--- src/rtl/sersub_pkg.sv ---
// sersub_pkg: mode codes and FSM state encoding shared by the serial subtractor
// Exports: MODE_SUB (A-B), MODE_ONES (~A), MODE_TWOS (-A), MODE_RSUB (B-A), state_t {ST_IDLE, ST_RUN}
package sersub_pkg;
    localparam logic [1:0] MODE_SUB  = 2'b00;
    localparam logic [1:0] MODE_ONES = 2'b01;
    localparam logic [1:0] MODE_TWOS = 2'b10;
    localparam logic [1:0] MODE_RSUB = 2'b11;
    typedef enum logic {ST_IDLE, ST_RUN} state_t;
endpackage

--- src/rtl/full_subtractor.sv ---
// full_subtractor: one-bit combinational cell computing x - y - bin
// Ports: x_i, y_i, bin_i (in) -> d_o difference bit, bout_o borrow out
module full_subtractor (
    input  logic x_i,
    input  logic y_i,
    input  logic bin_i,
    output logic d_o,
    output logic bout_o
);
    always_comb begin
        d_o    = x_i ^ y_i ^ bin_i;
        bout_o = (~x_i & y_i) | (~(x_i ^ y_i) & bin_i);
    end
endmodule

--- src/rtl/serial_subtractor.sv ---
// serial_subtractor: bit-serial A-B / B-A / ~A / -A engine, LSB first, one bit per clock
// Ports: clk, rst_n (async active-low), start, mode[1:0], a/b[WIDTH-1:0] in;
//        busy, done (1-cycle pulse), result[WIDTH-1:0], borrow_out, overflow out
module serial_subtractor
    import sersub_pkg::*;
#(
    parameter int WIDTH = 8
) (
    input  logic             clk,
    input  logic             rst_n,
    input  logic             start,
    input  logic [1:0]       mode,
    input  logic [WIDTH-1:0] a,
    input  logic [WIDTH-1:0] b,
    output logic             busy,
    output logic             done,
    output logic [WIDTH-1:0] result,
    output logic             borrow_out,
    output logic             overflow
);
    localparam int CW = $clog2(WIDTH);

    state_t           state_q;
    logic [CW-1:0]    cnt_q, cnt_d;
    logic [WIDTH-1:0] a_q, b_q, res_q, res_d;
    logic [1:0]       mode_q;
    logic             bin_q, busy_q, done_q, bo_q, ov_q;
    logic             x, y, d, bout, last;

    // Ones/twos complement are 1...1 - A and 0 - A through the same cell
    always_comb begin
        x     = (mode_q == MODE_SUB)  ? a_q[cnt_q] :
                (mode_q == MODE_ONES) ? 1'b1 :
                (mode_q == MODE_TWOS) ? 1'b0 : b_q[cnt_q];
        y     = (mode_q == MODE_SUB) ? b_q[cnt_q] : a_q[cnt_q];
        last  = (cnt_q == CW'(WIDTH - 1));
        res_d = {d, res_q[WIDTH-1:1]};
        cnt_d = last ? cnt_q : cnt_q + CW'(1);
    end

    full_subtractor u_fs (
        .x_i   (x),
        .y_i   (y),
        .bin_i (bin_q),
        .d_o   (d),
        .bout_o(bout)
    );

    always_ff @(posedge clk or negedge rst_n) begin
        if (!rst_n) begin
            state_q <= ST_IDLE;
            cnt_q   <= '0;
            a_q     <= '0;
            b_q     <= '0;
            mode_q  <= MODE_SUB;
            res_q   <= '0;
            bin_q   <= 1'b0;
            busy_q  <= 1'b0;
            done_q  <= 1'b0;
            bo_q    <= 1'b0;
            ov_q    <= 1'b0;
        end else if (state_q == ST_IDLE) begin
            done_q <= 1'b0;
            if (start) begin
                a_q     <= a;
                b_q     <= b;
                mode_q  <= mode;
                bin_q   <= 1'b0;
                cnt_q   <= '0;
                busy_q  <= 1'b1;
                state_q <= ST_RUN;
            end
        end else begin
            res_q <= res_d;
            bin_q <= bout;
            cnt_q <= cnt_d;
            if (last) begin
                bo_q    <= bout;
                ov_q    <= (x != y) && (d != x);
                busy_q  <= 1'b0;
                done_q  <= 1'b1;
                state_q <= ST_IDLE;
            end
        end
    end

    assign busy       = busy_q;
    assign done       = done_q;
    assign result     = res_q;
    assign borrow_out = bo_q;
    assign overflow   = ov_q;
endmodule

--- config.mk ---
export PLATFORM = sky130hd
export DESIGN_NAME = serial_subtractor
export DESIGN_NICKNAME = d
export VERILOG_FILES = /design/src/rtl/sersub_pkg.sv /design/src/rtl/full_subtractor.sv /design/src/rtl/serial_subtractor.sv
export SDC_FILE = /design/constraint.sdc
export NUM_CORES = 1
export LEC_CHECK = 0
export CORE_AREA = 2 2 85 87
export DETAILED_ROUTE_END_ITERATION = 16
export DIE_AREA = 0 0 87 89
export PLACE_DENSITY_LB_ADDON = 0.2
export SETUP_SLACK_MARGIN = 0.5
export SLEW_MARGIN = 20
export SYNTH_ARGS = -nofsm -noshare
export SYNTH_HDL_FRONTEND = slang
export SYNTH_HIERARCHICAL = 1
export SYNTH_SLANG_ARGS = --single-unit
--- constraint.sdc ---
create_clock -name clk -period 4 [get_ports clk]
set_input_delay 1.2 -clock clk [delete_from_list [all_inputs] [get_ports clk]]
set_output_delay 1.2 -clock clk [all_outputs]
set_load 0.05 [all_outputs]
Yosys cells after proc, flatten, opt, wreduce, memory -nomap -nowiden
Cells that the tools add are included.
{"block": "op_classes", "n_reduce_logical": 7, "bitwise_logic": 8, "magnitude_cmp": 1, "eq_ne": 7, "n_addsub": 1, "muxes": 21}
{"operator": "1-bit two-way mux", "count": 16}
{"operator": "3-bit two-way mux", "count": 3}
{"operator": "2-bit AND reduction", "count": 4}
{"operator": "1-bit binary-select mux with 3-bit select", "count": 2}
{"operator": "3-bit by 4-bit less-than comparator with 1-bit output, second input constant", "count": 1}
{"operator": "3-bit by 1-bit adder with 3-bit output, second input constant", "count": 1}
{"operator": "3-bit equality test, second input constant", "count": 1}
{"operator": "1-bit inverter", "count": 3}
{"operator": "1-bit AND", "count": 2}
{"operator": "2-bit by 1-bit equality test with 1-bit output, second input constant", "count": 1}
{"operator": "2-bit equality test, second input constant", "count": 1}
{"operator": "2-bit zero test", "count": 1}
{"operator": "1-bit inequality test", "count": 2}
{"operator": "2-bit by 1-bit inequality test with 1-bit output, second input constant", "count": 1}
{"operator": "2-bit inequality test, second input constant", "count": 1}
{"operator": "2-bit nonzero test", "count": 1}
{"operator": "1-bit bitwise XOR", "count": 2}
{"operator": "1-bit logical AND", "count": 1}
{"operator": "1-bit OR", "count": 1}
{"block": "totals", "word_cells": 56, "regBits": 35}

Depth between registers and ports, before layout
Gate-level depths: netlist of the first run.
{"block": "logic_depth", "depth_word": 10, "mapped_depth": 8}

Modules after synthesis
Netlist of the first run, hierarchy kept.
{"mod": "serial_subtractor", "instances": 1, "cells_each": 106, "area_each_um2": 1554.0}
{"mod": "full_subtractor", "instances": 1, "cells_each": 4, "area_each_um2": 31.3}

Worst setup path after synthesis of the first run
No wires, ideal clock.
{"block": "synth_path", "kind": "register to register", "start": "reg cnt_q[0]", "end": "reg ov_q, in the netlist overflow", "path_buffers": 1, "path_stages_with_launch": 9, "synth_period_minus_slack_ns": 2.632, "path_slack_ns": 1.368, "t_arrival_ns": 2.509, "path_cell_list": "dfrtp_1 -> buf_6 -> mux4_1 -> mux2_2 -> a21boi_0 -> nor2_1 -> fa_1 -> o211a_1 -> o31a_1"}
{"block": "synth_via", "elab_chain_len": 9, "word_cells_on_any_way": 15}
{"item": "from (decl)", "line": "serial_subtractor.sv:24", "source": "logic [CW-1:0] cnt_q, cnt_d;"}
{"item": "from (signal assigned)", "line": "serial_subtractor.sv:76", "source": "cnt_q <= cnt_d;"}
{"item": "1-bit binary-select mux with 3-bit select", "line": "serial_subtractor.sv:34", "source": "(mode_q == MODE_TWOS) ? 1'b0 : b_q[cnt_q];"}
{"item": "1-bit two-way mux (not written as such)", "line": "serial_subtractor.sv:34"}
{"item": "1-bit two-way mux", "line": "serial_subtractor.sv:34"}
{"item": "1-bit two-way mux", "line": "serial_subtractor.sv:33", "source": "(mode_q == MODE_ONES) ? 1'b1 :"}
{"item": "1-bit two-way mux (*)", "line": "serial_subtractor.sv:32", "source": "x = (mode_q == MODE_SUB) ? a_q[cnt_q] :"}
{"item": "via x", "line": "serial_subtractor.sv:28", "source": "logic x, y, d, bout, last;"}
{"item": "1-bit bitwise XOR (*) (2 in series)", "line": "full_subtractor.sv:11", "source": "d_o = x_i ^ y_i ^ bin_i;"}
{"item": "via d", "line": "serial_subtractor.sv:28"}
{"item": "1-bit inequality test (*)", "line": "serial_subtractor.sv:79", "source": "ov_q <= (x != y) && (d != x);"}
{"item": "1-bit logical AND (*)", "line": "serial_subtractor.sv:79"}
{"item": "to (signal assigned)", "line": "serial_subtractor.sv:79"}
{"item": "to (decl)", "line": "serial_subtractor.sv:27", "source": "logic bin_q, busy_q, done_q, bo_q, ov_q;"}
The timed path passes the listed nets; every way through them passes the cells marked *. The select of a mux whose other input is x is not followed.
A chain may end at the register's enable or synchronous reset.

Worst setup path after layout of the first run
Ends and elaborated chain as after synthesis.

==> results of run 1 <==
[critical path: cells and delay by family (launching register included)]
kind                       cells  cell delay (ps)
AOI/OAI and AO/OA              3              720
adders and majority gates      1              530
DFF                            1              530
muxes                          2              900
and+or+nand+nor                1              110
[synth_stat cells (2+ instances only)]
master	count	area, um2
sky130_fd_sc_hd__inv_1	4	15.0
sky130_fd_sc_hd__mux4_1	4	105
sky130_fd_sc_hd__o21ai_0	3	15.0
sky130_fd_sc_hd__ha_1	2	25.0
sky130_fd_sc_hd__clkbuf_1	5	18.8
sky130_fd_sc_hd__dfrtp_1	35	876
sky130_fd_sc_hd__nand2b_1	3	18.8
sky130_fd_sc_hd__nand2_1	4	15.0
sky130_fd_sc_hd__mux2_2	31	349
sky130_fd_sc_hd__nor2_1	5	18.8
[layer usage]
| layer | up-vias | wire (um) | track usage |
|---|---|---|---|
| met4 | 0 | 53 | 0.0384 |
| met1 | 503 | 1320 | 0.104 |
| met3 | 5 | 131 | 0.0222 |
| li1 | 463 | - | - |
| met5 | - | 0 | 0 |
| met2 | 23 | 1500 | 0.148 |
[registers in the layout (all words and copies together) (netlist names)]
register	flops
b_q	8
result	8
overflow	1
state_q	1
busy	1
borrow_out	1
done	1
bin_q	1
mode_q	2
a_q	8
cnt_q	3
[through the flow]
| step | setup WS (ps) | cells | hold slack, ps | utilization |
|---|---|---|---|---|
| 2_1_floorplan | 1370 | 110 | 463 | - |
| 3_3_place_gp | 1220 | 218 | 464 | 0.296 |
| 3_5_place_dp | 1120 | 218 | 468 | 0.296 |
| 4_1_cts | 1090 | 226 | 486 | 0.314 |
| 5_1_grt | 861 | 226 | 511 | 0.314 |
| 6_report | 1110 | 226 | 480 | 0.314 |
[how the worst min path moves through the flow]
stage | slack, ps | to | depth (start not counted)
after global placement | 460 | done | 1
after global routing | 510 | done | 1
after floorplan | 460 | bin_q | 1
after detailed placement | 470 | done | 1
after CTS | 490 | done | 1
final | 480 | done | 1
[area by class of cell]
| cell class | instances | share of cell area |
|---|---|---|
| well taps | 80 | 0.0475 |
| flip-flops and latches | 35 | 0.415 |
| clock inverters | 2 | 0.0166 |
| repair buffers | 34 | 0.159 |
| multi-input cells | 65 | 0.315 |
| clock buffers | 6 | 0.0392 |
| inverters | 4 | 0.00712 |
[power breakdown]
group	internal, uW	leakage (uW)	switching (uW)	total, uW
clock network	202	0.0000612	122	324
logic	519	0.000415	488	1010
registers	542	0.000414	153	695
[cells by family after synthesis]
logic type               count (synthesis)  share of synthesized area
AND/OR/NAND/NOR                         15                     0.0458
XOR/XNOR                                 1                    0.00553
AO/OA/AOI/OAI                           10                     0.0434
multiplexers                            36                      0.296
adder cells (fa/ha/maj)                  3                     0.0284
buffers and inverters                   10                     0.0284
flip-flops                              35                      0.552
==> Flow_metrics.wiki, run 1 <==
{| class="wikitable"
! Metric !! Value
|-
| Result of the run || finished clean
|-
| Worst-case register-to-register setup slack || 1110 ps
|-
| Ys Warns || 6
|-
| End of the worst register-to-register path || overflow
|-
| Fraction of the yosys area taken by sequential cells || 0.552
|-
| Final setup violation count || 0
|-
| Hold Path Class || reg -> reg
|-
| Number of fill cells || 662
|-
| Detailed-route via count || 994
|-
| Peak Freq || 346 MHz
|-
| Critical Path Sink || overflow
|-
| Sum of internal, switching and leakage power || 2030 uW
|-
| Startpoint Class || register
|-
| Antenna violations before repair || 0
|-
| Crit path DAT || 3060 ps
|-
| Number of CTS-inserted buffers || 5
|-
| Final period demand of the worst path || 2890 ps
|-
| Flops & latches, synth || 35
|-
| Maximum buffer depth of the clock tree || 2
|-
| Fin. Hold Viols || 0
|-
| Synth Instances || 110
|-
| Synthesized area per cell || 14.4 um2
|-
| Die height || 89 um
|-
| Detailed Routing Iterations Pass 1 || 4
|-
| Count of max-cap constraint violations || 0
|-
| Number of distinct library cell variants in the gate-level netlist after synthesis || 24
|-
| Launching instance or port of the critical path || cnt_q[0]
|-
| Main synth FF type || sky130_fd_sc_hd__dfrtp_1
|-
| Violation count after the first detailed-route iteration || 29
|-
| CP required || 4170 ps
|-
| Most common library cell in the layout ignoring fill and taps || sky130_fd_sc_hd__dfrtp_1
|-
| Final Cell Area || 0.00211 mm2
|-
| Type of the worst setup path || reg -> reg
|-
| Final antenna-violating net count || 0
|-
| Post-cts gate resize count || 0
|-
| Num ports || 33
|-
| Ys async rst share || 1.00
|-
| Die Footprint || 0.00774 mm2
|-
| Via count of the first global-routing pass || 1104
|-
| Global placer's final weighted congestion || 0.706
|-
| Period utilization || 0.723
|-
| Worst-skew pair later-pin latency || 280 ps
|-
| DP HPWL || 2220 um
|-
| Average via count per standard cell || 4.40
|-
| Number of buffers added on ports || 32
|-
| Number of cells on the worst reg-to-reg path || 7
|-
| Leading cell types in the layout, fill and taps excluded || sky130_fd_sc_hd__dfrtp_1, sky130_fd_sc_hd__clkdlybuf4s50_1, sky130_fd_sc_hd__mux2_2
|-
| Leakage || 0.000890 uW
|-
| Antenna diode count || 0
|-
| Post-CTS Setup Inserts || 0
|-
| Overall fraction of global-route tracks in use || 0.0869
|-
| Grt total ovfl || 0
|-
| Cell area after technology mapping || 0.00159 mm2
|-
| Clock tree sinks || 35
|-
| Clock tree from TritonCTS || yes
|-
| Std-Cell Core Area || 0.00672 mm2
|-
| Highest fanout seen on the critical path || 7
|-
| H-tree Lvls || 2
|-
| Wire length of the first global-routing pass || 5170 um
|-
| Share of post-route cells with drive strength above 1 || 0.288
|-
| Aggregate routed wire length || 3000 um
|-
| Number of nets in the layout || 169
|-
| Unrepaired setup endpoints after global routing || false
|-
| Number of cell rows || 30
|-
| Slew at the pin closest to its max-slew limit || 685 ps
|-
| Beginning of the worst hold path || done
|-
| Instance area after placement || 0.00199 mm2
|-
| Worst path cell trace || mux4_1, mux2_2, a21boi_0, nor2_1, fa_1, o211a_1, o31a_1
|-
| Post-synth net total || 134
|-
| Area grow syn2layout || 33.0%
|-
| Final sum of negative setup slack || 0 ps
|-
| Reg2reg start || cnt_q[0]
|-
| Cell chosen for the clock root || sky130_fd_sc_hd__clkbuf_8
|-
| Post-synth EDFFs || 0
|-
| Post-Route Skew || 6.70 ps
|-
| CP Capture Type || register
|-
| Area of combinational cells with multiple inputs || 664 um2
|-
| Slew Limit Fails || 0
|-
| Power density normalized to cell area || 961 mW/mm2
|-
| Worst supply voltage drop on vdd || 0.000202 V
|-
| Clock transition at the register clock pins on the worst setup and hold paths after CTS || 70 ps
|-
| Horizontal die dimension || 87 um
|-
| Count of unresolved DRC violations after routing || 0
|-
| Pin count of the biggest net entering global routing || 36
|-
| Footprint of the flip-flops and latches || 876 um2
|-
| Starting utilization of the core area || 0.236
|-
| Master of the slowest instance on the critical path || sky130_fd_sc_hd__mux4_1
|-
| Average wire per standard cell || 13.3 um
|-
| Post-cts hold buffer count || 0
|-
| Headroom to the max-slew limit || 0.544
|-
| Delay contributed by the slowest stage of the critical path || 610 ps
|}
Power figures use the tool's default switching activity.
==> run 2, diff against run 1 <==
Clock period 4 ns to 2.7 ns, I/O delays scaled along.
==> run 2 against run 1 <==
  * Sequential power rose by 50%
  * Cell count up 2.7%
  * Cell area grew 0.71%
  * Setup slack got worse by 890 ps
  * Critical path type unchanged
==> Flow_metrics.wiki, run 2 (same netlist as run 1, synthesis figures left out) <==
{| class="wikitable"
! Metric !! Value
|-
| Result of the run || finished clean
|-
| Share of post-route cells with drive strength above 1 || 0.368
|-
| Count of max-cap constraint violations || 0
|-
| Detailed Routing Iterations Pass 1 || 3
|-
| Std-Cell Core Area || 0.00672 mm2
|-
| Num ports || 33
|-
| H-tree Lvls || 2
|-
| Final-layout worst hold slack || 482 ps
|-
| Peak Freq || 403 MHz
|-
| Average via count per standard cell || 4.29
|-
| Startpoint Class || register
|-
| Number of cell rows || 30
|-
| Sum of internal, switching and leakage power || 3010 uW
|-
| Most common library cell in the layout ignoring fill and taps || sky130_fd_sc_hd__dfrtp_1
|-
| Pin count of the biggest net entering global routing || 36
|-
| Final period demand of the worst path || 2480 ps
|-
| Leading cell types in the layout, fill and taps excluded || sky130_fd_sc_hd__dfrtp_1, sky130_fd_sc_hd__mux2_2, sky130_fd_sc_hd__clkdlybuf4s50_1
|-
| Fin. Hold Viols || 0
|-
| Type of the worst setup path || reg -> reg
|-
| Period utilization || 0.920
|-
| Number of fill cells || 677
|-
| Antenna violations before repair || 0
|-
| Wire length of the first global-routing pass || 5290 um
|-
| Average wire per standard cell || 13.5 um
|-
| Number of CTS-inserted buffers || 5
|-
| Via count of the first global-routing pass || 1097
|-
| Starting utilization of the core area || 0.236
|-
| Die height || 89 um
|-
| Worst supply voltage drop on vdd || 0.000314 V
|-
| Maximum buffer depth of the clock tree || 2
|-
| Hold Path Class || reg -> reg
|-
| Headroom to the max-slew limit || 0.547
|-
| Die Footprint || 0.00774 mm2
|-
| Leakage || 0.000923 uW
|-
| Post-Route Skew || 7.54 ps
|-
| Overall fraction of global-route tracks in use || 0.0887
|-
| Clock transition at the register clock pins on the worst setup and hold paths after CTS || 70 ps
|-
| Post-cts hold buffer count || 0
|-
| Antenna diode count || 0
|-
| Final sum of negative setup slack || 0 ps
|-
| Clock tree from TritonCTS || yes
|-
| Violation count after the first detailed-route iteration || 22
|-
| Slew Limit Fails || 0
|-
| Area grow syn2layout || 33.9%
|-
| Power density normalized to cell area || 1420 mW/mm2
|-
| CP Capture Type || register
|-
| Number of nets in the layout || 176
|-
| Count of unresolved DRC violations after routing || 0
|-
| Post-Layout Cell Count || 232
|-
| Slew at the pin closest to its max-slew limit || 680 ps
|-
| Clock tree sinks || 35
|-
| Worst-skew pair later-pin latency || 280 ps
|-
| Final antenna-violating net count || 0
|-
| Crit path DAT || 2650 ps
|-
| Horizontal die dimension || 87 um
|-
| Detailed-route via count || 995
|-
| Aggregate routed wire length || 3130 um
|-
| DP HPWL || 2360 um
|-
| Grt total ovfl || 0
|-
| CP required || 2870 ps
|-
| Unrepaired setup endpoints after global routing || true
|-
| Global placer's final weighted congestion || 0.733
|-
| Placed Instances || 223
|-
| Highest fanout seen on the critical path || 5
|-
| Final setup violation count || 0
|-
| Cell chosen for the clock root || sky130_fd_sc_hd__clkbuf_8
|-
| Number of buffers added on ports || 32
|}
run 2: cell type report:
cell class | count | area, um2 | area share
Clock buffer | 6 | 82.6 | 0.0389
Clock inverter | 1 | 5.00 | 0.00236
Inverter | 4 | 15.0 | 0.00707
Multi-Input combinational cell | 65 | 671 | 0.316
Sequential cell | 35 | 877 | 0.413
Tap cell | 80 | 100 | 0.0471
Timing Repair Buffer | 41 | 373 | 0.176
run 2: what timing repair did:
item | in CTS | in global routing
endpoints found under the setup margin | 16 | 4
setup buffers | 2 | 0
pin swaps | 4 | 2
gates resized for setup | 13 | 2
run 2: metal layers:
| metal | global-route usage | up-vias | wire length (um) |
|---|---|---|---|
| met5 | 0 | - | 0 |
| met4 | 0.0426 | 0 | 48 |
| met3 | 0.0212 | 4 | 127 |
| met2 | 0.149 | 23 | 1590 |
| met1 | 0.108 | 497 | 1360 |
| li1 | - | 471 | - |
run 2: worst paths after layout:
check	start	end	slack, ps	cells past startpoint
hold / removal	done	done	480	1
min in group asynchronous	rst_n	mode_q[0]	950	2
max in group asynchronous	rst_n	cnt_q[0]	1430	2
setup / recovery	cnt_q[0]	overflow	220	7
hold reg to reg	done	done	480	1
setup reg to reg	cnt_q[0]	overflow	220	7
run 2: through the flow:
step,setup slack (ps),cell area (um2),util
finish,217,2120,0.316
global route,123,2120,0.316
CTS,176,2110,0.315
floorplan,204,1580,-
detailed placement,57.3,2020,0.301
global placement,137,2020,0.301
run 2: where the power goes:
part	total, uW	internal [uW]	leakage, uW	switching, uW
Combinational	1590	830	0.000463	761
Clock	377	200	0.0000470	177
Sequential	1040	805	0.000413	240
run 2: worst max-delay path, cell delays in order (launching register included):
cell and delay [ps]:
sky130_fd_sc_hd__dfrtp_2 440, sky130_fd_sc_hd__mux4_2 520, sky130_fd_sc_hd__mux2_4 290, sky130_fd_sc_hd__mux2_4 280
sky130_fd_sc_hd__inv_2 60, sky130_fd_sc_hd__fa_1 420, sky130_fd_sc_hd__o211a_1 140, sky130_fd_sc_hd__o31a_1 230
==> run 3, diff against run 2 <==
Settings changed: CORE_AREA 2 2 85 87 to 10 10 94 96, DIE_AREA 0 0 87 89 to 0 0 104 106, HOLD_SLACK_MARGIN set to 0.1, SYNTH_HIERARCHICAL 1 to not set.
==> run 3 against run 2 <==
  * Synthesized cell count up 9.1%
  * Register-to-register slack worse by 180 ps
  * Clock skew down 3.8 ps
  * Sequential share of layout area down 1.7 points
  * Non-clock buffer count up 1
  * First-iteration DRC count up 41%
  * Core utilization down 0.28 points
  * Flip-flop and latch count unchanged
  * Via count up 8.6%
  * Largest power group unchanged
==> Flow_metrics.wiki, run 3 <==
{| class="wikitable"
! Metric !! Value
|-
| Result of the run || finished clean
|-
| Area fraction of the dominant cell type after synthesis || 0.541
|-
| Post-Route Skew || 3.79 ps
|-
| Number of CTS-inserted buffers || 5
|-
| Sw Ratio || 0.397
|-
| Final Cell Area || 0.00221 mm2
|-
| Starting utilization of the core area || 0.229
|-
| Highest fanout seen on the critical path || 9
|-
| Final-layout worst hold slack || 476 ps
|-
| Most frequent cell after synthesis || sky130_fd_sc_hd__dfrtp_1
|-
| Num ports || 33
|-
| Detailed Routing Iterations Pass 1 || 4
|-
| Cell chosen for the clock root || sky130_fd_sc_hd__clkbuf_8
|-
| Share of post-route cells with drive strength above 1 || 0.305
|-
| Clock tree sinks || 35
|-
| Clock tree from TritonCTS || yes
|-
| Leading cell types in the layout, fill and taps excluded || sky130_fd_sc_hd__dfrtp_1, sky130_fd_sc_hd__mux2_2, sky130_fd_sc_hd__clkdlybuf4s50_1
|-
| Launching instance or port of the critical path || cnt_q[0]
|-
| Final antenna-violating net count || 0
|-
| Leakage || 0.000949 uW
|-
| Clock power share || 0.131
|-
| Slew at the pin closest to its max-slew limit || 694 ps
|-
| Synthesized area per cell || 13.5 um2
|-
| Type of the worst setup path || reg -> reg
|-
| Utilization of the core after routing || 0.313
|-
| Comb pwr share || 0.543
|-
| Startpoint Class || register
|-
| Area grow syn2layout || 36.7%
|-
| Fin. Hold Viols || 0
|-
| Internal portion of total power || 1900 uW
|-
| Grt total ovfl || 0
|-
| Period utilization || 0.985
|-
| Count of max-cap constraint violations || 0
|-
| Synth Instances || 120
|-
| Global placer's final weighted congestion || 0.728
|-
| Average wire per standard cell || 13.4 um
|-
| Reg2reg start || cnt_q[0]
|-
| Detailed-route via count || 1081
|-
| Wire length of the first global-routing pass || 6120 um
|-
| Fraction of the yosys area taken by sequential cells || 0.541
|-
| Die height || 106 um
|-
| H-tree Lvls || 2
|-
| Cell area after technology mapping || 0.00162 mm2
|-
| Aggregate routed wire length || 3540 um
|-
| Net switching power of the design || 1250 uW
|-
| Final period demand of the worst path || 2660 ps
|-
| Clock transition at the register clock pins on the worst setup and hold paths after CTS || 70 ps
|-
| Flops & latches, synth || 35
|-
| Post-cts hold buffer count || 0
|-
| CP Capture Type || register
|-
| CP required || 2850 ps
|-
| Worst supply voltage drop on vdd || 0.000384 V
|-
| Number of nets in the layout || 188
|-
| Unrepaired setup endpoints after global routing || true
|-
| Pin count of the biggest net entering global routing || 36
|-
| Via count of the first global-routing pass || 1249
|-
| Library cell occupying the most area in the post-synthesis netlist || sky130_fd_sc_hd__dfrtp_1
|-
| Ys async rst share || 1.00
|-
| Post-synth net total || 145
|-
| Power density normalized to cell area || 1420 mW/mm2
|-
| Headroom to the max-slew limit || 0.538
|-
| Number of buffers added on ports || 32
|-
| Number of cell rows || 31
|-
| Antenna violations before repair || 0
|-
| DP HPWL || 2730 um
|-
| Horizontal die dimension || 104 um
|-
| Hold-critical path depth || 2
|-
| Most instantiated cells after synthesis || sky130_fd_sc_hd__dfrtp_1, sky130_fd_sc_hd__mux2_2, sky130_fd_sc_hd__mux2i_1
|-
| Antenna diode count || 0
|-
| Peak Freq || 376 MHz
|-
| Crit path DAT || 2810 ps
|-
| Maximum buffer depth of the clock tree || 2
|-
| Average via count per standard cell || 4.11
|-
| Ys Warns || 0
|-
| Post-synth EDFFs || 0
|-
| Die Footprint || 0.0110 mm2
|-
| Slew Limit Fails || 0
|-
| Final setup violation count || 0
|-
| Main area contributors after synthesis || sky130_fd_sc_hd__dfrtp_1, sky130_fd_sc_hd__mux2_2, sky130_fd_sc_hd__mux2i_1
|-
| Number of distinct library cell variants in the gate-level netlist after synthesis || 27
|-
| Final sum of negative setup slack || 0 ps
|-
| Most common library cell in the layout ignoring fill and taps || sky130_fd_sc_hd__dfrtp_1
|-
| Count of unresolved DRC violations after routing || 0
|-
| Portion of total power attributed to sequential cells || 0.327
|-
| Instance area after placement || 0.00208 mm2
|-
| Hold Path Class || reg -> reg
|-
| Worst-skew pair later-pin latency || 280 ps
|-
| Overall fraction of global-route tracks in use || 0.0679
|-
| Violation count after the first detailed-route iteration || 31
|-
| Beginning of the worst hold path || borrow_out
|-
| Number of cells on the worst reg-to-reg path || 10
|-
| Worst-case register-to-register setup slack || 40 ps
|-
| Std-Cell Core Area || 0.00706 mm2
|-
| Main synth FF type || sky130_fd_sc_hd__dfrtp_1
|-
| Number of fill cells || 735
|}
run 3: area by class of cell:
cell class / instances / area, um2 / share of cell area
clock buffers: 8 / 100 / 0.0453
inverters: 4 / 15.0 / 0.00679
multi-input cells: 75 / 703 / 0.318
flip-flops and latches: 35 / 876 / 0.396
well taps: 99 / 124 / 0.0560
repair buffers: 42 / 393 / 0.178
run 3: cells by family after synthesis:
| group | count (synthesis) | synth area share |
|---|---|---|
| compound gates | 14 | 0.0619 |
| xor+xnor | 1 | 0.00541 |
| fa+ha+maj | 4 | 0.0356 |
| buf+inv | 10 | 0.0294 |
| flops | 35 | 0.541 |
| mux | 38 | 0.271 |
| simple gates | 18 | 0.0549 |
run 3: worst paths after layout:
check	to
max in group asynchronous	result[5]
worst min-delay path	borrow_out
worst min register to register	borrow_out
min in group asynchronous	b_q[1]
worst max register to register	overflow
worst max-delay path	overflow
run 3: what timing repair did:
action / 4_1_cts / 5_1_grt
setup buffers: 5 / 1
resized for setup: 13 / 0
pin swaps: 1 / 2
endpoints found under the setup margin: 16 / 4
run 3: critical path, stage by stage, from the launching register on:
cell and delay [ps]:
sky130_fd_sc_hd__dfrtp_1 410, sky130_fd_sc_hd__buf_12 160, sky130_fd_sc_hd__mux2i_1 110, sky130_fd_sc_hd__mux4_2 510
sky130_fd_sc_hd__o21ai_2 160, sky130_fd_sc_hd__and2_4 160, sky130_fd_sc_hd__fa_2 450, sky130_fd_sc_hd__nand4b_1 150
sky130_fd_sc_hd__nor2_1 70, sky130_fd_sc_hd__a22oi_1 220, sky130_fd_sc_hd__o221ai_2 130
run 3: per-layer routing:
layer | GRT usage | vias to the layer above | wire length (um)
met5 | 0 | - | 0
met4 | 0.0378 | 0 | 54
met3 | 0.0193 | 2 | 76
met2 | 0.120 | 13 | 1970
met1 | 0.0714 | 558 | 1440
li1 | - | 508 | -
run 3: per-stage QoR:
stage | cells | setup slack, ps | power, uW
5_1_grt | 263 | -85.0 | 3400
3_3_place_gp | 249 | 99.8 | 2630
2_1_floorplan | 120 | 228 | 2210
4_1_cts | 262 | 71.3 | 3160
6_report | 263 | 40.5 | 3150
3_5_place_dp | 249 | -29.7 | 2710
run 3: power by group through the flow:
stage | registers, uW | clock network, uW | logic, uW
CTS | 1040 | 428 | 1700
detailed placement | 1050 | 0 | 1650
floorplan | 1250 | 0 | 959
global route | 1070 | 461 | 1870
finish | 1030 | 411 | 1710
global placement | 1050 | 0 | 1580
==> edit 1, RTL diff (settings of run 2) <==
Make the reset (`rst_n`) synchronous in one clocked block. Comments in the files are not updated.
--- a/src/rtl/serial_subtractor.sv
+++ b/src/rtl/serial_subtractor.sv
@@ -46,7 +46,7 @@
         .bout_o(bout)
     );
 
-    always_ff @(posedge clk or negedge rst_n) begin
+    always_ff @(posedge clk) begin
         if (!rst_n) begin
             state_q <= ST_IDLE;
             cnt_q   <= '0;
Check against the original RTL: differs if rst_n is asserted again (counterexample within 4 cycles, from zero or initial values and one cycle with rst_n low); with rst_n held inactive, the same outputs for 10 cycles.
==> edit 1 against run 2 <==
Largest cell class is now multi-input gates; area after synthesis rose by 2.0%; count of clock-buffer cells in the layout is 1 lower; design area up 1.1%; critical path type unchanged; worst setup slack worse by 39 ps; sequential cell count unchanged; via count up 25%; first-iteration DRC count grew to 2.6 times the old value; routed wire length is 10% higher.
Power is not compared: it rests on default switching activity, and its combinational part moved more than twofold at a synthesized area within 25%.
==> edit 1: results (changes against run 2) <==
stage,metric,value,unit,change
global_route,largest net degree at the start of global routing,37,,was 36
setup_path,"slowest stage cell, crit path",fa_2,,was mux4_2
cts,PostCTS Resize Cnt,16,,was 13
layout,Inverters excl. clock,5,,was 4
detailed_routing,DR iter-0 viols,58,,was 22
synth,synth cell count leaders,"40 x nand2_1, 35 x dfxtp_1, 19 x a21boi_0, 13 x nor2b_1, 9 x mux2i_1",,"was 35 x dfrtp_1, 31 x mux2_2, 5 x clkbuf_1, 5 x nor2_1"
detailed_routing,vias per cell,4.26,,was 4.29
layout,Clock-cell share,3.90,%,was 4.12%
layout,share of layout cells above drive strength 1,14.2,%,was 36.8%
layout,area of the multi-input gates,867,sq um,was 671 sq um
synth,post-synthesis mux area share,14.6,%,was 29.6%
synth,post-synthesis async set-or-reset flop share,0,%,was 100%
timing,Clock Skew,4.21,ps,was 7.54 ps
layout,fraction of standard cell area in multi-input logic,40.4,%,was 31.6%
setup_path,CP peak stage delay,590,ps,was 520 ps
cts,Worst-Skew Late Latency,280,ps,about the same
placement,GPL Wtd Cong,0.727,,was 0.733
layout,# fillers,722,,was 677
detailed_routing,met3 WL post-DR,142,um,was 127 um
global_route,GR Layer Usage met2,13.9,%,was 14.9%
global_route,GR Layer Usage met1,13.2,%,was 10.8%
synth,"Net Count, Synth",196,,was 134
synth,synth top area cells,"dfxtp_1 43%, nand2_1 9.3%, a21boi_0 8.8%",,"was dfrtp_1 55%, mux2_2 22%, mux4_1 6.6%"
layout,nets@finish,234,,was 176
global_route,vias in the first global route,1174,,"was 1,097"
layout,clock buffers,5,,was 6
synth,"count leader, synth",nand2_1,,was dfrtp_1
synth,Synth cell types,31,,was 24
synth,Yosys warnings,6,,unchanged
pwr,P_leak,0.877,nW,
global_route,first-pass GRT wire length,5.78,mm,was 5.29 mm
detailed_routing,routed len/inst,11.8,um,was 13.5 um
synth,Synth Area in XOR/XNOR,0,%,was 0.552%
detailed_routing,met1 WL,1.76,mm,was 1.36 mm
synth,Synth Flop Type,dfxtp_1,,was dfrtp_1
synth,sequential-to-total area share from yosys stat,43.3,%,was 55.2%
layout,Data buffer area share,17.4,%,was 17.6%
detailed_routing,met2 WL,1.47,mm,was 1.59 mm
synth,Synth Area in Adders,2.79,%,was 2.84%
pwr,Sw Share,27.0,%,
global_route,met3 Usage GRT,3.51,%,was 2.12%
cts,Setup Buffers After CTS,2,,unchanged
layout,total area of sequential cells,704,sq um,was 877 sq um
layout,Repair and plain buffers,41,,unchanged
global_route,GRT Util Overall,9.83,%,was 8.87%
layout,Inserted Diodes,0,,unchanged
detailed_routing,TritonRoute pass-1 iters,4,,was 3
timing,Max-slew headroom,67.5,%,was 54.7%
placement,DPL Wire Length,2.35,mm,was 2.36 mm
setup_path,crit path max fanout,7,,was 5
layout,Multi-In Gates,122,,was 65
setup_path,"Arr. time, crit path",2700,ps,was 2650 ps
placement,placed cell areas,2030,sq um,was 2020 sq um
synth,Compound-Gate Fraction of Synth Area,14.2,%,was 4.34%
outcome,status,"complete, no violations",,unchanged
==> edit 1: changes by cell type after synthesis, moves of 3 or more <==
cell             run 2  this run
a21boi_0             1        19
dfxtp_1              0        35
a21oi_1              1         5
dfrtp_1             35         0
nor2b_1              1        13
mux2_2              31         1
o21ai_0              3         0
mux2i_1              0         9
and2_1               0         3
nand2_1              4        40
nand3_1              0         3
==> edit 1: worst paths after layout <==
check	slack [ps]	end	start	cells after the start
max reg2reg	180	overflow	cnt_q[0]	9
min reg2reg	460	a_q[3]	a_q[3]	2
max	180	overflow	cnt_q[0]	9
min	460	a_q[3]	a_q[3]	2
==> edit 1: stage by stage <==
stage,setup WS (ps),power [W],cells,util [%]
2_1_floorplan,155,0.000697,172,-
5_1_grt,43.8,0.00120,291,32.0
3_5_place_dp,19.0,0.000765,279,30.2
6_report,178,0.00112,291,32.0
4_1_cts,177,0.00115,289,31.7
3_3_place_gp,66.9,0.000765,279,30.2
==> edit 2, RTL diff (config.mk and constraints of run 2) <==
Without the edit above. `WIDTH`: 8 -> 4.
--- a/src/rtl/serial_subtractor.sv
+++ b/src/rtl/serial_subtractor.sv
@@ -4,7 +4,7 @@
 module serial_subtractor
     import sersub_pkg::*;
 #(
-    parameter int WIDTH = 8
+    parameter int WIDTH = 4
 ) (
     input  logic             clk,
     input  logic             rst_n,
Ports: changed (resized a, b and result); port bits go from 33 to 21. No check against the original RTL was run, so the function may have changed too.
==> edit 2 against run 2 <==
Design area down 37%; synthesized cell count fell by 32%; power is 39% lower; area after synthesis shrank 38%; non-clock buffer count fell by 17; clock power shrank 49%; routed wire length fell by 38%; combinational power shrank 36%; sequential share of layout area down 0.055 points; worst hold slack improved by 10 ps; count of clock-buffer cells in the layout fell by 3; sequential cell count shrank 13; worst setup slack better by 130 ps; largest cell class unchanged; highest routed layer unchanged.
==> edit 2: results (changes against run 2) <==
stage,metric,value,unit,change
setup_path,CP peak stage delay,550,ps,was 520 ps
synth,Syn Area/Cell,13.0,sq um,was 14.4 sq um
detailed_routing,met2 WL,999,um,was 1.59 mm
setup_path,critical path type,reg2reg,,unchanged
synth,Synth Area in XOR/XNOR,0.897,%,was 0.552%
synth,sequential-to-total area share from yosys stat,56.4,%,was 55.2%
pwr,P_leak,0.562,nW,was 0.923 nW
synth,synth top area cells,"dfrtp_1 56%, mux2_2 17%, mux4_2 4.6%",,"was dfrtp_1 55%, mux2_2 22%, mux4_1 6.6%"
timing,Tmin final,2350,ps,was 2480 ps
detailed_routing,via count,649,,was 995
cts,H-Tree Level Count,1,,was 2
layout,fin cells,180,,was 232
outcome,status,"complete, no violations",,unchanged
synth,Synth Area in Adders,3.33,%,was 2.84%
layout,nets@finish,117,,was 176
cts,Worst-Skew Late Latency,250,ps,was 280 ps
synth,Compound-Gate Fraction of Synth Area,5.77,%,was 4.34%
synth,"Net Count, Synth",90,,was 134
pwr,Peak VDD IR,306,uV,was 314 uV
cts,TritonCTS Buffers,3,,was 5
detailed_routing,met1 WL,837,um,was 1.36 mm
placement,GPL Wtd Cong,0.697,,was 0.733
global_route,vias in the first global route,675,,"was 1,097"
timing,Max-slew headroom,66.8,%,was 54.7%
global_route,GRT Util Overall,5.48,%,was 8.87%
detailed_routing,TritonRoute pass-1 iters,2,,was 3
detailed_routing,met3 WL post-DR,62,um,was 127 um
setup_path,crit path max fanout,3,,was 5
placement,DPL Wire Length,1.52,mm,was 2.36 mm
synth,Synth cell types,22,,was 24
placement,Setup WS pre-CTS,247,ps,was 57.3 ps
global_route,first-pass GRT wire length,3.22,mm,was 5.29 mm
placement,Port Buf Inserts,20,,was 32
global_route,largest net degree at the start of global routing,23,,was 36
setup_path,"Arr. time, crit path",2530,ps,was 2650 ps
layout,share of layout cells above drive strength 1,29.0,%,was 36.8%
detailed_routing,routed len/inst,10.7,um,was 13.5 um
synth,synth cell count leaders,"22 x dfrtp_1, 15 x mux2_2, 7 x nor2_1, 6 x inv_1, 4 x nand2_1",,"was 35 x dfrtp_1, 31 x mux2_2, 5 x clkbuf_1, 5 x nor2_1"
setup_path,Reg2Reg Depth,6,,was 7
timing,Clock Skew,4.56,ps,was 7.54 ps
synth,post-synthesis mux area share,23.5,%,was 29.6%
## edit 2: area by class of cell
| type | instances | share of cell area (%) |
|---|---|---|
| inverters | 6 | 1.68 |
| well taps | 80 | 7.48 |
| multi-input cells | 45 | 30.0 |
| flip-flops and latches | 22 | 41.3 |
| repair buffers | 24 | 16.5 |
| clock buffers | 3 | 3.09 |
## edit 2: logic make-up (layout without fill, tap and decap cells)
logic type	count (synthesis)	count (layout)
DFF	22	22
muxes	18	18
and+or+nand+nor	15	15
AOI/OAI and AO/OA	9	9
buffers and inverters	8	33
adders and majority gates	2	2
xor gates and xnor gates	1	1
## edit 2: worst min-delay path by stage
stage	startpoint	to	cells past startpoint
floorplan	bin_q	bin_q	1
global placement	done	done	1
detailed placement	done	done	1
CTS	done	done	1
global route	done	done	1
finish	done	done	1
## edit 2: repair_timing
action,in CTS,in global routing
setup endpoints to repair,10,2
gates cloned,0,0
setup buffers,1,1
pin swaps,0,1
gates resized for setup,9,1
## edit 2: through the flow
step / util, % / power (W) / hold slack (ps) / instance area (sq um)
CTS: 19.8 / 0.00181 / 494 / 1330
finish: 19.9 / 0.00183 / 493 / 1340
floorplan: - / 0.00136 / 463 / 980
detailed placement: 19.2 / 0.00164 / 481 / 1290
global route: 19.9 / 0.00200 / 522 / 1340
global placement: 19.2 / 0.00161 / 467 / 1290
## edit 2: power breakdown
group | switching [W] | internal [W]
Sequential | 0.000121 | 0.000504
Clock | 0.0000944 | 0.0000992
Combinational | 0.000523 | 0.000492
## edit 2: layer usage
layer / up-vias / track usage [%]
li1: 309 / -
met1: 329 / 6.53
met2: 9 / 9.16
met3: 2 / 1.02
met4: 0 / 3.41
met5: - / 0
